`src/rtl/text_render_pipe.sv`:
```
// Pipelined text-mode renderer: pixel coordinate -> VRAM word -> font row -> palette RGB, fixed 3-cycle latency.
// Optional build macro TEXT_BLINK_EN turns bg index bit 3 into a per-character blink attribute.
module text_render_pipe #(
  parameter int COLS         = 80,
  parameter int ROWS         = 30,
  parameter int CHAR_W       = 8,
  parameter int CHAR_H       = 16,
  parameter int COLOR_W      = 4,
  parameter int PAL_N        = 16,
  parameter int BLINK_FRAMES = 30
) (
  input  logic                          axi_aclk,
  input  logic                          axi_aresetn,
  input  logic                          in_valid,
  input  logic [9:0]                    draw_x,
  input  logic [9:0]                    draw_y,
  input  logic                          frame_start,
  output logic [$clog2(COLS*ROWS)-1:0]  vram_addr,
  input  logic [15:0]                   vram_rdata,
  output logic [7+$clog2(CHAR_H)-1:0]   font_addr,
  input  logic [CHAR_W-1:0]             font_data,
  input  logic [PAL_N*3*COLOR_W-1:0]    palette,
  input  logic                          cursor_en,
  input  logic [$clog2(COLS)-1:0]       cursor_col,
  input  logic [$clog2(ROWS)-1:0]       cursor_row,
  output logic                          out_valid,
  output logic [COLOR_W-1:0]            red,
  output logic [COLOR_W-1:0]            green,
  output logic [COLOR_W-1:0]            blue
);

  localparam int XS   = $clog2(CHAR_W);
  localparam int YS   = $clog2(CHAR_H);
  localparam int VA_W = $clog2(COLS*ROWS);
  localparam int ENT  = 3*COLOR_W;
  localparam int BC_W = (BLINK_FRAMES > 1) ? $clog2(BLINK_FRAMES) : 1;

  // Cycle N: cell coordinates by shifting, address is purely combinational
  logic [9:0] cell_col, cell_row;
  logic       active, cursor_hit;

  assign cell_col   = draw_x >> XS;
  assign cell_row   = draw_y >> YS;
  assign vram_addr  = VA_W'(cell_row) * VA_W'(COLS) + VA_W'(cell_col);
  assign active     = ({22'd0, draw_x} < 32'(COLS*CHAR_W)) && ({22'd0, draw_y} < 32'(ROWS*CHAR_H));
  assign cursor_hit = (cell_col == 10'(cursor_col)) && (cell_row == 10'(cursor_row));

  // Blink counter
  logic [BC_W-1:0] blink_cnt_q, blink_cnt_d;
  logic            blink_phase_q, blink_phase_d;

  always_comb begin
    blink_cnt_d   = blink_cnt_q;
    blink_phase_d = blink_phase_q;
    if (frame_start) begin
      if (blink_cnt_q == BC_W'(BLINK_FRAMES-1)) begin
        blink_cnt_d   = '0;
        blink_phase_d = ~blink_phase_q;
      end else begin
        blink_cnt_d = blink_cnt_q + 1'b1;
      end
    end
  end

  // Stage registers
  logic          s1_valid_q, s1_active_q, s1_cursor_q;
  logic [XS-1:0] s1_subx_q;
  logic [YS-1:0] s1_suby_q;
  logic          s2_valid_q, s2_active_q, s2_cursor_q, s2_inv_q;
  logic [XS-1:0] s2_subx_q;
  logic [3:0]    s2_fg_q, s2_bg_q;
`ifdef TEXT_BLINK_EN
  logic          s1_phase_q, s2_phase_q;
`endif
  logic          out_valid_q;
  logic [ENT-1:0] rgb_q, rgb_d;

  // Cycle N+1: glyph row address from the fetched character word
  assign font_addr = {vram_rdata[14:8], s1_suby_q};

  // Cycle N+2: pixel select, invert/cursor XOR, palette lookup
  logic       pix, lit;
  logic [3:0] bg_sel, pal_sel;

  always_comb begin
    pix    = font_data[~s2_subx_q];
    lit    = pix ^ s2_inv_q ^ s2_cursor_q;
    bg_sel = s2_bg_q;
`ifdef TEXT_BLINK_EN
    bg_sel = {1'b0, s2_bg_q[2:0]};
    if (s2_bg_q[3] && !s2_phase_q) lit = 1'b0;
`endif
    pal_sel = lit ? s2_fg_q : bg_sel;
    rgb_d   = '0;
    if (s2_valid_q && s2_active_q) rgb_d = palette[int'(pal_sel)*ENT +: ENT];
  end

  always_ff @(posedge axi_aclk) begin
    // NOTE: synchronous reset clears data registers as well as valids, so RGB reads 0 straight out of reset.
    if (!axi_aresetn) begin
      blink_cnt_q   <= '0;
      blink_phase_q <= 1'b1;
      s1_valid_q    <= 1'b0;
      s1_active_q   <= 1'b0;
      s1_cursor_q   <= 1'b0;
      s1_subx_q     <= '0;
      s1_suby_q     <= '0;
      s2_valid_q    <= 1'b0;
      s2_active_q   <= 1'b0;
      s2_cursor_q   <= 1'b0;
      s2_inv_q      <= 1'b0;
      s2_subx_q     <= '0;
      s2_fg_q       <= '0;
      s2_bg_q       <= '0;
`ifdef TEXT_BLINK_EN
      s1_phase_q    <= 1'b1;
      s2_phase_q    <= 1'b1;
`endif
      out_valid_q   <= 1'b0;
      rgb_q         <= '0;
    end else begin
      blink_cnt_q   <= blink_cnt_d;
      blink_phase_q <= blink_phase_d;
      // Phase is captured at sample time so a coincident frame_start only affects later pixels
      s1_valid_q    <= in_valid;
      s1_active_q   <= active;
      s1_cursor_q   <= cursor_hit & cursor_en & blink_phase_q;
      s1_subx_q     <= draw_x[XS-1:0];
      s1_suby_q     <= draw_y[YS-1:0];
      s2_valid_q    <= s1_valid_q;
      s2_active_q   <= s1_active_q;
      s2_cursor_q   <= s1_cursor_q;
      s2_inv_q      <= vram_rdata[15];
      s2_subx_q     <= s1_subx_q;
      s2_fg_q       <= vram_rdata[7:4];
      s2_bg_q       <= vram_rdata[3:0];
`ifdef TEXT_BLINK_EN
      s1_phase_q    <= blink_phase_q;
      s2_phase_q    <= s1_phase_q;
`endif
      out_valid_q   <= s2_valid_q;
      rgb_q         <= rgb_d;
    end
  end

  assign out_valid = out_valid_q;
  assign red       = rgb_q[ENT-1 -: COLOR_W];
  assign green     = rgb_q[2*COLOR_W-1 -: COLOR_W];
  assign blue      = rgb_q[COLOR_W-1:0];

endmodule

```
`config.mk`:
```
export PLATFORM = sky130hd
export DESIGN_NAME = text_render_pipe
export DESIGN_NICKNAME = d
export VERILOG_FILES = /design/src/rtl/text_render_pipe.sv
export SDC_FILE = /design/constraint.sdc
export NUM_CORES = 1
export LEC_CHECK = 0
export BUFFER_PORTS_ARGS = -buffer_cell sky130_fd_sc_hd__buf_4
export CORE_ASPECT_RATIO = 0.75
export CORE_MARGIN = 3
export CORE_UTILIZATION = 38
export CTS_CLUSTER_DIAMETER = 120
export DETAILED_ROUTE_END_ITERATION = 16
export PLACE_DENSITY = 0.78
export SETUP_SLACK_MARGIN = 0.2
export SLEW_MARGIN = 20
export SYNTH_ARGS = -nofsm -noshare
export SYNTH_HDL_FRONTEND = slang
export SYNTH_SLANG_ARGS = --single-unit
```
`constraint.sdc`:
```
create_clock -name axi_aclk -period 2.9 [get_ports axi_aclk]
set_input_delay 0.58 -clock axi_aclk [delete_from_list [all_inputs] [get_ports axi_aclk]]
set_output_delay 0.58 -clock axi_aclk [all_outputs]
set_load 0.01 [all_outputs]
```
==> results_tabular.tex, run 1 <==
\begin{tabular}{lr}
\hline
Metric & Value \\
\hline
\multicolumn{2}{l}{\textbf{Drt}} \\
Per-cell routed wire length & $\sim$20 microns \\
Detailed-route DRC error count & 0 \\
Via density per instance & 5.74 \\
Number of DRC markers in iteration 0 & roughly 340 \\
Initial DRT Pass Iterations & 6 \\
Total number of vias & between 5k and 6k \\
Final routed wirelength across all metal layers & between 20000 and 25000 microns \\
ANT nets after route & 0 \\
\multicolumn{2}{l}{\textbf{Worst setup path}} \\
Maximum fanout along the worst path & 2 \\
Delay-heaviest family, CP & adder cells \\
Nature of the critical path startpoint & primary input \\
Critical path type & primary input to output port \\
Arrival time reported for the critical path endpoint & 2310 ps \\
CP max-delay cell & sky130\_fd\_sc\_hd\_\_fa\_2 \\
Slowest Stage Delay on Critical Path & between 500 and 600 ps \\
Buffers and inverters on the worst path & 3 \\
Data required time of the critical path & 2320 ps \\
Worst Reg-to-Reg Cells & 10 \\
Critical Path End Type & output port \\
Crit path depth & 8 \\
Critical Path Source & draw\_y[7] \\
Most common cell on crit path & sky130\_fd\_sc\_hd\_\_ha\_4 \\
Worst r2r src & s2\_subx\_q[1] \\
Worst-path cell chain & buf\_8 > ha\_4 > ha\_4 > fa\_2 > buf\_6 > and3b\_1 > xor2\_1 > buf\_4 \\
\multicolumn{2}{l}{\textbf{STA}} \\
Slew margin rel. & 0.584 \\
Skew final & around 7.5 ps \\
RSZ-0062 raised after global routing & true \\
Setup-violating endpoint count in the final report & 0 \\
Post-route setup slack & 13.0 ps \\
Final Max Slew Viols & 0 \\
Crit path time final & 2890 ps \\
Transition time at the pin with the least slew margin & around 620 ps \\
Final worst-path cycle share & 0.996 \\
Fmax achieved & about 0.35 GHz \\
Hold Vio Cnt, Final & 0 \\
\multicolumn{2}{l}{\textbf{Power}} \\
Internal power & roughly 1800 uW \\
Sequential fraction of design power & 0.245 \\
Sw power & 856 uW \\
Clock share of power & 0.258 \\
Gate power share & 0.497 \\
Fraction of power spent switching nets & 0.326 \\
Pwr Density & between 300 and 400 nW/um\^{}2 \\
Leakage power total & about 0.0035 uW \\
Maximum resistive drop on vdd & $\sim$0.34 mV \\
\multicolumn{2}{l}{\textbf{Placed design}} \\
Post-DP HPWL & approximately 16000 microns \\
Post-placement cell count & just under 1k \\
Cell area after placement & about 6800 sq um \\
Routability-driven placement congestion ratio & 0.979 \\
Pre-CTS worst setup slack & -335 ps \\
Quantity of I/O buffers inserted on ports & around 270 \\
\multicolumn{2}{l}{\textbf{Synth}} \\
Sequential fraction of the synthesis area & 0.211 \\
Unique cell type count in the Yosys netlist & 42 \\
Top-area cell type share of the netlist area & 0.211 \\
Count of mapped cells out of synthesis & approximately 540 \\
Total nets after synthesis & $\sim$800 \\
Register bit total from synthesis & 44 \\
Netlist Area Pre-Place & between 4000 and 5000 sq um \\
Warnings from Yosys & 0 \\
Largest cells by area after synthesis & sky130\_fd\_sc\_hd\_\_dfxtp\_1, sky130\_fd\_sc\_hd\_\_a211oi\_1, sky130\_fd\_sc\_hd\_\_mux2i\_1, sky130\_fd\_sc\_hd\_\_nand2\_1, sky130\_fd\_sc\_hd\_\_xnor2\_1 \\
Mean post-synth cell area & slightly below 8 sq um \\
Yosys top cell by area & sky130\_fd\_sc\_hd\_\_dfxtp\_1 \\
\multicolumn{2}{l}{\textbf{Final layout}} \\
Layout overhead on the synthesized area & 83.5\% \\
Fraction of layout instances using a drive strength above 1 & 0.504 \\
Count of non-filler cells in the finished layout & a little under 1k \\
Post-route cell area & 7660 sq um \\
Nets & 1123 \\
Antenna diodes & 0 \\
\multicolumn{2}{l}{\textbf{Floorplanning}} \\
Floorplan Core Area & 10500 sq um \\
Chip Height & between 90 and 100 microns \\
Initial Util & 0.398 \\
Die outline width & approximately 130 microns \\
Num ports & about 290 \\
Std cell rows & 32 \\
Full die area & roughly 12000 sq um \\
\multicolumn{2}{l}{\textbf{Hold path}} \\
Hold Crit Class & flop to flop \\
Launch instance of the worst min-delay path & s1\_cursor\_q \\
Worst Hold Depth & 1 \\
\multicolumn{2}{l}{\textbf{Clocking}} \\
Clk sinks & between 40 and 50 \\
Maximum buffer depth of the clock tree & 2 \\
Hold\_buf cts & 0 \\
CTS clock-pin slew for the worst setup and hold paths & approximately 60 ps \\
Cell at the root of the clock tree & sky130\_fd\_sc\_hd\_\_clkbuf\_16 \\
Clock insertion delay at the later pin of the skew report & roughly 290 ps \\
TritonCTS clock tree & built \\
Number of buffers inserted during clock tree synthesis & 5 \\
Clock H-tree levels & 2 \\
\multicolumn{2}{l}{\textbf{GRT}} \\
Total congestion overflow & 0 \\
Total Routing Usage GR & 0.304 \\
Number of global-route vias before repair & 5797 \\
Global-route wire length before repair & roughly 30000 microns \\
Initial antenna violation count & 0 \\
Maximum number of pins on one net before global-route repair & 28 \\
\multicolumn{2}{l}{\textbf{Run}} \\
Max-cap violations & 0 \\
\multicolumn{2}{l}{\textbf{Run status}} \\
Outcome & finished, final reports clean \\
\hline
\end{tabular}
[power by group through the flow]
stage	combinational (uW)	sequential, uW	clock [uW]
after floorplan	520	650	0
after global placement	1040	654	0
after detailed placement	1050	655	0
after CTS	1180	642	680
after global routing	1390	644	710
final	1310	642	677
[metal layers]
layer,vias up,global-route usage,part of all wire
met2,267,0.519,0.50
met4,0,0.113,0.034
met3,53,0.0469,0.058
met1,2735,0.384,0.41
met5,-,0,0
li1,2638,-,-
[cells in the mapped netlist, drive strengths merged]
master  count
nand4       5
ha         13
and2       24
o21ai      21
nor2       43
and3b       1
buf        20
o21a       16
a311o       7
nand2b     18
a41oi       1
nand3      10
a311oi      5
nor3       18
a221o       2
nor4b       5
a21oi      31
mux2i      31
a21o        3
mux2        7
xnor2      20
or4b        2
dfxtp      44
o31ai       1
mux4        2
a211oi     48
nor2b       2
fa          2
clkbuf     29
a31o       11
xor2        8
and3       23
inv         1
a32oi      10
nor4        6
nand2      52
[cell type report]
class / count / area, sq um
Multi-Input combinational cell: 449 / 3500
Sequential cell: 44 / 885
Clock buffer: 5 / 125
Tap cell: 136 / 170
Inverter: 1 / 3.75
Fill cell: 797 / 2830
Clock inverter: 3 / 46.3
Timing Repair Buffer: 354 / 2930
[sequential cells by signal, indices dropped and copies added (netlist names)]
signal         count
s2_valid_q         1
s2_fg_q            4
s1_suby_q          4
blink_cnt_q        5
s2_inv_q           1
blink_phase_q      1
s1_valid_q         1
out_valid          1
bg_sel             4
s2_cursor_q        1
s1_subx_q          3
s1_cursor_q        1
rgb_q             12
s1_active_q        1
s2_subx_q          3
s2_active_q        1
[path summary, 6_finish.rpt]
| kind | slack, ps | to |
|---|---|---|
| setup reg to reg | 70 | rgb_q[1] |
| setup / recovery | 10 | vram_addr[10] |
| hold reg to reg | 440 | s2_cursor_q |
| hold / removal | 440 | s2_cursor_q |
[metrics by stage]
step	hold WS (ps)	setup TNS, ps	power (uW)	utilization
finish	436	0	2620	0.730
global route	447	-40.3	2740	0.730
CTS	437	0	2500	0.703
detailed placement	425	-2500	1710	0.648
global placement	414	-2060	1690	0.648
floorplan	412	-110	1170	-
[cells by family after synthesis]
group           after synthesis  share of synthesized area
xor+xnor                     28                     0.0632
compound gates              156                      0.263
simple gates                209                      0.254
mux                          40                      0.104
fa+ha+maj                    15                     0.0485
flops                        44                      0.211
buf+inv                      50                     0.0566
[placed cells by master (no fill, tap or decap), types with 4 or more instances in the layout]
cell type,Yosys,layout
sky130_fd_sc_hd__buf_4,12,323
sky130_fd_sc_hd__nand2_1,52,49
sky130_fd_sc_hd__dfxtp_1,44,43
sky130_fd_sc_hd__nor2_1,42,41
sky130_fd_sc_hd__a211oi_1,48,37
sky130_fd_sc_hd__a21oi_1,31,28
sky130_fd_sc_hd__and2_1,24,24
sky130_fd_sc_hd__and3_1,23,23
sky130_fd_sc_hd__mux2i_1,31,19
sky130_fd_sc_hd__nand2b_1,18,18
sky130_fd_sc_hd__nor3_1,18,17
sky130_fd_sc_hd__xnor2_1,19,16
sky130_fd_sc_hd__o21a_1,16,16
sky130_fd_sc_hd__o21ai_0,20,16
sky130_fd_sc_hd__buf_6,0,14
sky130_fd_sc_hd__a211oi_2,0,11
sky130_fd_sc_hd__nand3_1,10,10
sky130_fd_sc_hd__a31o_1,10,10
sky130_fd_sc_hd__a32oi_1,10,9
sky130_fd_sc_hd__buf_12,0,9
sky130_fd_sc_hd__ha_1,13,8
sky130_fd_sc_hd__xor2_1,8,7
sky130_fd_sc_hd__mux2i_4,0,7
sky130_fd_sc_hd__a311o_1,7,7
sky130_fd_sc_hd__clkbuf_16,0,6
sky130_fd_sc_hd__mux2i_2,0,5
sky130_fd_sc_hd__nand4_1,5,5
sky130_fd_sc_hd__mux2_4,0,4
sky130_fd_sc_hd__mux2_2,7,4
sky130_fd_sc_hd__nor4_1,6,4
sky130_fd_sc_hd__a311oi_2,0,4
sky130_fd_sc_hd__ha_4,0,4
sky130_fd_sc_hd__buf_8,0,4
[timing repair]
item                                    CTS  global route
pin swaps                                25            24
endpoints found under the setup margin   15            15
gates cloned                              4             1
gates resized for setup                  52            39
buffers inserted                          8             9
Power figures use the tool's default switching activity.
==> inputs of run 2 (changes only) <==
==> constraint.sdc (replaced) <==
create_clock -name axi_aclk -period 2.9 [get_ports axi_aclk]
set_input_delay 0.435 -clock axi_aclk [delete_from_list [all_inputs] [get_ports axi_aclk]]
set_output_delay 0.435 -clock axi_aclk [all_outputs]
set_load 0.01 [all_outputs]
==> run 2 against run 1 <==
Clock-buffer cell count grew 1. Non-clock buffer count down 28. Hold slack got worse by 92 ps. Sequential cell count is the same. First-iteration DRC count increased by 9.8%. Critical path depth unchanged. Sequential power about the same. Register-to-register slack better by 70 ps. Critical path type is now flop to flop. Clock skew decreased by 0.56 ps. Via count decreased by 4.5%. Global-route usage down 0.99 points. Largest power group unchanged. Worst setup slack better by 130 ps.
==> results_tabular.tex, run 2 (synthesis gave the netlist of run 1 again) <==
\begin{tabular}{lr}
\hline
Metric & Value \\
\hline
\multicolumn{2}{l}{\textbf{Run status}} \\
Outcome & finished, final reports clean \\
\multicolumn{2}{l}{\textbf{Final layout}} \\
Layout overhead on the synthesized area & 70.4\% \\
Most flops, register & rgb\_q \\
Count of non-filler cells in the finished layout & roughly 960 \\
Fraction of layout instances using a drive strength above 1 & 0.463 \\
Nets & 1095 \\
Most common library cell in the layout ignoring fill and taps & sky130\_fd\_sc\_hd\_\_buf\_4 \\
Antenna diodes & 0 \\
Number of flip-flops in the largest register & 12 \\
Biggest regs & rgb\_q: 12 flops, blink\_cnt\_q: 5 flops \\
Most used cells in the layout excluding fill and tap cells & sky130\_fd\_sc\_hd\_\_buf\_4, sky130\_fd\_sc\_hd\_\_nand2\_1, sky130\_fd\_sc\_hd\_\_dfxtp\_1, sky130\_fd\_sc\_hd\_\_nor2\_1, sky130\_fd\_sc\_hd\_\_a211oi\_1 \\
\multicolumn{2}{l}{\textbf{Floorplanning}} \\
Floorplan Core Area & around 10000 sq um \\
Num ports & just under 300 \\
Std cell rows & 32 \\
Die outline width & 127 microns \\
Chip Height & just under 100 microns \\
Initial Util & 0.398 \\
Full die area & 12300 sq um \\
\multicolumn{2}{l}{\textbf{STA}} \\
Slew margin rel. & 0.596 \\
RSZ-0062 raised after global routing & true \\
Final Max Slew Viols & 0 \\
Transition time at the pin with the least slew margin & $\sim$600 ps \\
Final worst-path cycle share & 0.952 \\
Setup-violating endpoint count in the final report & 0 \\
Fmax achieved & $\sim$0.36 GHz \\
Skew final & between 6 and 7 ps \\
Crit path time final & approximately 2800 ps \\
Hold Vio Cnt, Final & 0 \\
Worst hold slack after final layout & $\sim$340 ps \\
\multicolumn{2}{l}{\textbf{Drt}} \\
Per-cell routed wire length & roughly 20 microns \\
Via density per instance & between 5 and 6 \\
Number of DRC markers in iteration 0 & between 300 and 400 \\
Total number of vias & 5437 \\
Final routed wirelength across all metal layers & 19100 microns \\
ANT nets after route & 0 \\
Detailed-route DRC error count & 0 \\
Initial DRT Pass Iterations & 5 \\
\multicolumn{2}{l}{\textbf{Worst setup path}} \\
Reg2reg setup slack & approximately 140 ps \\
Arrival time reported for the critical path endpoint & 2950 ps \\
Maximum fanout along the worst path & 8 \\
Reg-to-reg critical path endpoint & rgb\_q[0] \\
Worst r2r src & s2\_subx\_q[1] \\
Critical Path End Type & flop \\
Critical path type & flop to flop \\
Data required time of the critical path & between 3000 and 4000 ps \\
Nature of the critical path startpoint & flop \\
Worst Reg-to-Reg Cells & 8 \\
\multicolumn{2}{l}{\textbf{GRT}} \\
Maximum number of pins on one net before global-route repair & 28 \\
Number of global-route vias before repair & roughly 5.4k \\
Global-route wire length before repair & 28700 microns \\
Total congestion overflow & 0 \\
Total Routing Usage GR & 0.294 \\
Initial antenna violation count & 0 \\
\multicolumn{2}{l}{\textbf{Clocking}} \\
TritonCTS clock tree & built \\
Clk sinks & between 40 and 50 \\
CTS clock-pin slew for the worst setup and hold paths & around 70 ps \\
Maximum buffer depth of the clock tree & 2 \\
Clock H-tree levels & 2 \\
Cell at the root of the clock tree & sky130\_fd\_sc\_hd\_\_clkbuf\_16 \\
Clock insertion delay at the later pin of the skew report & around 290 ps \\
Number of buffers inserted during clock tree synthesis & 5 \\
Hold\_buf cts & 0 \\
\multicolumn{2}{l}{\textbf{Power}} \\
Leakage power total & 0.00328 uW \\
Pwr Density & 347 nW/um\^{}2 \\
Maximum resistive drop on vdd & $\sim$0.27 mV \\
\multicolumn{2}{l}{\textbf{Placed design}} \\
Post-DP HPWL & approximately 15000 microns \\
Post-placement cell count & between 900 and 1k \\
Quantity of I/O buffers inserted on ports & 274 \\
Routability-driven placement congestion ratio & between 0.9 and 1 \\
\multicolumn{2}{l}{\textbf{Hold path}} \\
Worst Hold Depth & 2 \\
Launch instance of the worst min-delay path & vram\_rdata[2] \\
WHS Endpoint & bg\_sel[2] \\
Hold Crit Class & primary input to flop \\
\multicolumn{2}{l}{\textbf{Run}} \\
Max-cap violations & 0 \\
\hline
\end{tabular}
==> run 2: cell types whose count changed in the layout (fill, tap and decap cells not counted), moves of 4 or more <==
cell,delta
sky130_fd_sc_hd__buf_4,-10
sky130_fd_sc_hd__buf_6,-9
sky130_fd_sc_hd__mux2i_1,+5
sky130_fd_sc_hd__a311oi_1,+4
sky130_fd_sc_hd__a311oi_2,-4
sky130_fd_sc_hd__buf_8,-4
sky130_fd_sc_hd__mux2i_4,-4
sky130_fd_sc_hd__o21ai_0,+4
==> run 2: cell type report <==
class	count	area (sq um)
Clock inverter	2	38.8
Sequential cell	44	882
Multi-Input combinational cell	449	3310
Inverter	1	3.75
Timing Repair Buffer	326	2570
Clock buffer	6	139
Fill cell	843	3380
Tap cell	136	170
==> run 2: metal layers <==
layer / track usage / share of wire / vias to the layer above
met4: 0.0866 / 0.025 / 0
met3: 0.0497 / 0.079 / 37
met5: 0 / 0 / -
li1: - / - / 2580
met1: 0.387 / 0.40 / 2540
met2: 0.492 / 0.50 / 280
==> run 2: repair_timing <==
action,in CTS,in global routing
gates cloned,1,1
setup endpoints to repair,14,15
hold endpoints to repair,0,0
pin swaps,8,3
buffers inserted,5,0
gates resized for setup,22,16
==> run 2: where the power goes <==
part           leakage (uW)  internal [uW]  switching, uW  total (uW)
Sequential         0.000361            624           17.6         642
Combinational       0.00284            618            516        1130
Clock             0.0000871            432            263         695
Total               0.00328           1670            796        2470
==> run 2: per-stage QoR <==
step            util  instance area (sq um)  setup WS [ps]  power [uW]  setup TNS (ps)
2_1_floorplan      -                   4280            110        1160               0
3_3_place_gp   0.637                   6680          -93.1        1680            -169
3_5_place_dp   0.637                   6680           -139        1690            -445
4_1_cts        0.669                   7020            140        2420               0
5_1_grt        0.678                   7110           32.6        2580               0
6_report       0.678                   7110            140        2470               0
==> run 2: worst max-delay path, cell delays in order, from the launching register on <==
cell and delay [ps]:
sky130_fd_sc_hd__dfxtp_2 360, sky130_fd_sc_hd__mux4_2 510, sky130_fd_sc_hd__mux2_4 370, sky130_fd_sc_hd__xnor2_4 230, sky130_fd_sc_hd__buf_12 170, sky130_fd_sc_hd__mux2_2 460, sky130_fd_sc_hd__a211oi_1 290, sky130_fd_sc_hd__nor4_1 100
sky130_fd_sc_hd__a31o_1 180
==> run 2: worst max-delay path by stage <==
stage                       from         to  slack [ps]
floorplan           font_data[0]  rgb_q[10]         110
global placement    font_data[0]  rgb_q[11]         -90
detailed placement  font_data[0]  rgb_q[11]        -140
CTS                 s2_subx_q[1]  rgb_q[11]         140
global route        s2_subx_q[1]  rgb_q[11]          30
finish              s2_subx_q[1]   rgb_q[0]         140
==> inputs of run 3 (changes only) <==
BUFFER_PORTS_ARGS = unset   (was -buffer_cell sky130_fd_sc_hd__buf_4)
CORE_UTILIZATION = 40   (was 38)
DONT_BUFFER_PORTS = 1   (was unset)
PLACE_DENSITY = unset   (was 0.78)
==> run 3 against run 2 <==
Register-to-register slack lost 20 ps. Sequential share of layout area grew 4.5 points. Via count is 17% lower. Combinational power is 25% lower. Sequential cell count unchanged. Non-clock buffer count decreased by 274. Critical path depth increased by 3. Fmax shrank 0.59%. Die area down 4.7%. Clock-buffer cell count decreased by 1. Cell count is 29% lower. Critical endpoint is now rgb_q[4].
==> results_tabular.tex, run 3 (synthesis gave the netlist of run 1 again) <==
\begin{tabular}{lr}
\hline
Metric & Value \\
\hline
\multicolumn{2}{l}{\textbf{GRT}} \\
Total Routing Usage GR & 0.261 \\
Initial antenna violation count & 3 \\
Global-route wire length before repair & $\sim$24000 microns \\
Maximum number of pins on one net before global-route repair & 30 \\
Number of global-route vias before repair & 4361 \\
Total congestion overflow & 0 \\
\multicolumn{2}{l}{\textbf{STA}} \\
RSZ-0062 raised after global routing & true \\
Worst hold slack after final layout & approximately 210 ps \\
Setup-violating endpoint count in the final report & 0 \\
Final worst-path cycle share & 0.957 \\
Hold Vio Cnt, Final & 0 \\
Final Max Slew Viols & 0 \\
Slew margin rel. & 0.564 \\
Total negative slack & 0 ps \\
Crit path time final & approximately 2800 ps \\
Transition time at the pin with the least slew margin & roughly 650 ps \\
Fmax achieved & $\sim$0.36 GHz \\
Skew final & 7.04 ps \\
\multicolumn{2}{l}{\textbf{Drt}} \\
ANT nets after route & 0 \\
Per-cell routed wire length & $\sim$24 microns \\
Number of DRC markers in iteration 0 & just over 400 \\
Via density per instance & between 6 and 7 \\
Final routed wirelength across all metal layers & 16600 microns \\
Total number of vias & around 4.5k \\
Detailed-route DRC error count & 0 \\
Initial DRT Pass Iterations & 5 \\
\multicolumn{2}{l}{\textbf{Clocking}} \\
TritonCTS clock tree & built \\
Clock H-tree levels & 2 \\
Number of buffers inserted during clock tree synthesis & 5 \\
CTS clock-pin slew for the worst setup and hold paths & approximately 60 ps \\
Hold\_buf cts & 0 \\
Clk sinks & 44 \\
Cell at the root of the clock tree & sky130\_fd\_sc\_hd\_\_clkbuf\_16 \\
Maximum buffer depth of the clock tree & 2 \\
Clock insertion delay at the later pin of the skew report & a little under 300 ps \\
\multicolumn{2}{l}{\textbf{Floorplanning}} \\
Initial Util & 0.422 \\
Full die area & 11700 sq um \\
Std cell rows & 31 \\
Num ports & slightly below 300 \\
Floorplan Core Area & 9890 sq um \\
Chip Height & 94.5 microns \\
Die outline width & about 120 microns \\
\multicolumn{2}{l}{\textbf{Final layout}} \\
Final core occ & 0.527 \\
Most used cells in the layout excluding fill and tap cells & sky130\_fd\_sc\_hd\_\_nand2\_1, sky130\_fd\_sc\_hd\_\_dfxtp\_1, sky130\_fd\_sc\_hd\_\_nor2\_1, sky130\_fd\_sc\_hd\_\_a211oi\_1, sky130\_fd\_sc\_hd\_\_a21oi\_1 \\
Number of flip-flops in the largest register & 12 \\
Count of filler cells inserted in the layout & around 900 \\
Most flops, register & rgb\_q \\
Nets & 820 \\
Biggest regs & rgb\_q: 12 flops, blink\_cnt\_q: 5 flops \\
Fraction of layout instances using a drive strength above 1 & 0.199 \\
Layout overhead on the synthesized area & 24.8\% \\
Most common library cell in the layout ignoring fill and taps & sky130\_fd\_sc\_hd\_\_nand2\_1 \\
\multicolumn{2}{l}{\textbf{Worst setup path}} \\
Reg-to-reg critical path endpoint & rgb\_q[4] \\
Most common cell on crit path & sky130\_fd\_sc\_hd\_\_buf\_12 \\
Slowest Stage Delay on Critical Path & around 510 ps \\
Data required time of the critical path & 3110 ps \\
CP max-delay cell & sky130\_fd\_sc\_hd\_\_mux4\_2 \\
Nature of the critical path startpoint & flop \\
Delay-heaviest family, CP & multiplexers \\
Critical path type & flop to flop \\
Critical Path End Type & flop \\
Worst r2r src & s2\_subx\_q[1] \\
Worst-path cell chain & mux4\_2 > mux2\_4 > buf\_12 > mux2i\_4 > buf\_12 > nor2\_4 > buf\_12 > buf\_12 > mux2i\_1 > a221o\_1 > o31ai\_1 \\
Worst Reg-to-Reg Cells & 11 \\
Maximum fanout along the worst path & 8 \\
Buffers and inverters on the worst path & 4 \\
Arrival time reported for the critical path endpoint & between 2000 and 3000 ps \\
Reg2reg setup slack & approximately 120 ps \\
\multicolumn{2}{l}{\textbf{Placed design}} \\
Post-DP HPWL & $\sim$12000 microns \\
Routability-driven placement congestion ratio & between 0.8 and 0.9 \\
Quantity of I/O buffers inserted on ports & 0 \\
\multicolumn{2}{l}{\textbf{Run}} \\
Max-cap violations & 0 \\
\multicolumn{2}{l}{\textbf{Hold path}} \\
Hold Crit Class & primary input to flop \\
Launch instance of the worst min-delay path & axi\_aresetn \\
WHS Endpoint & blink\_phase\_q \\
Worst Hold Depth & 1 \\
\multicolumn{2}{l}{\textbf{Run status}} \\
Outcome & finished, final reports clean \\
\multicolumn{2}{l}{\textbf{Power}} \\
Leakage power total & between 0.0015 and 0.002 uW \\
Maximum resistive drop on vdd & 0.213 mV \\
Pwr Density & approximately 390 nW/um\^{}2 \\
\hline
\end{tabular}
[run 3: cell types whose count changed in the layout (fill, tap and decap cells not counted), sizes merged]
cell and change:
clkbuf +2, mux2 -1, clkinvlp +1, bufbuf +2, buf -279, bufinv -1
diode +2
[run 3: what timing repair did]
| action | in CTS | in global routing |
|---|---|---|
| pin swaps | 6 | 21 |
| buffers inserted | 15 | 2 |
| cloned | 2 | 5 |
| resized for setup | 33 | 19 |
| setup endpoints to repair | 12 | 13 |
[run 3: layout make-up]
type,count,area [sq um],area share
Multi-Input combinational cell,448,3330,0.639
Sequential cell,44,882,0.169
Timing Repair Buffer,52,687,0.132
Tap cell,132,165,0.0317
Clock buffer,5,125,0.0240
Clock inverter,2,12.5,0.00240
Antenna cell,2,5.00,0.000960
Inverter,1,3.75,0.000720
[run 3: worst reg2reg max path, cell delays in order (launching register included)]
cell and delay, ps:
sky130_fd_sc_hd__dfxtp_2 350, sky130_fd_sc_hd__mux4_2 510, sky130_fd_sc_hd__mux2_4 350, sky130_fd_sc_hd__buf_12 160, sky130_fd_sc_hd__mux2i_4 180, sky130_fd_sc_hd__buf_12 150, sky130_fd_sc_hd__nor2_4 130, sky130_fd_sc_hd__buf_12 140
sky130_fd_sc_hd__buf_12 150, sky130_fd_sc_hd__mux2i_1 90, sky130_fd_sc_hd__a221o_1 320, sky130_fd_sc_hd__o31ai_1 170
[run 3: per-stage QoR]
stage / std cells / total power, uW / setup WS (ps) / cell area, sq um
after detailed placement: 653 / 1320 / -37.8 / 4500
after CTS: 677 / 1980 / 129 / 4980
after global placement: 653 / 1310 / 41.6 / 4500
final: 686 / 2050 / 124 / 5210
after global routing: 686 / 2160 / 2.02 / 5210
after floorplan: 542 / 1160 / 110 / 4280
[run 3: how the worst max path moves through the flow]
stage / startpoint / end / slack (ps) / cells after the start
floorplan: font_data[0] / rgb_q[10] / 110 / 9
global placement: font_data[0] / rgb_q[1] / 40 / 8
detailed placement: font_data[1] / rgb_q[9] / -40 / 8
CTS: s2_subx_q[1] / rgb_q[4] / 130 / 8
global route: s2_subx_q[1] / rgb_q[11] / 2 / 11
finish: s2_subx_q[1] / rgb_q[4] / 120 / 11
[run 3: power breakdown]
group / switching [uW] / internal (uW) / leakage [uW]
Clock: 245 / 313 / 0.0000657
Sequential: 20.1 / 625 / 0.000361
Combinational: 434 / 417 / 0.00157
[run 3: per-layer routing]
layer  part of all wire  track usage  vias to the layer above
met4              0.020       0.0729                        0
met5                  0            0                        -
li1                   -            -                     2025
met1               0.40        0.344                     2157
met3               0.12       0.0784                       35
met2               0.46        0.415                      289
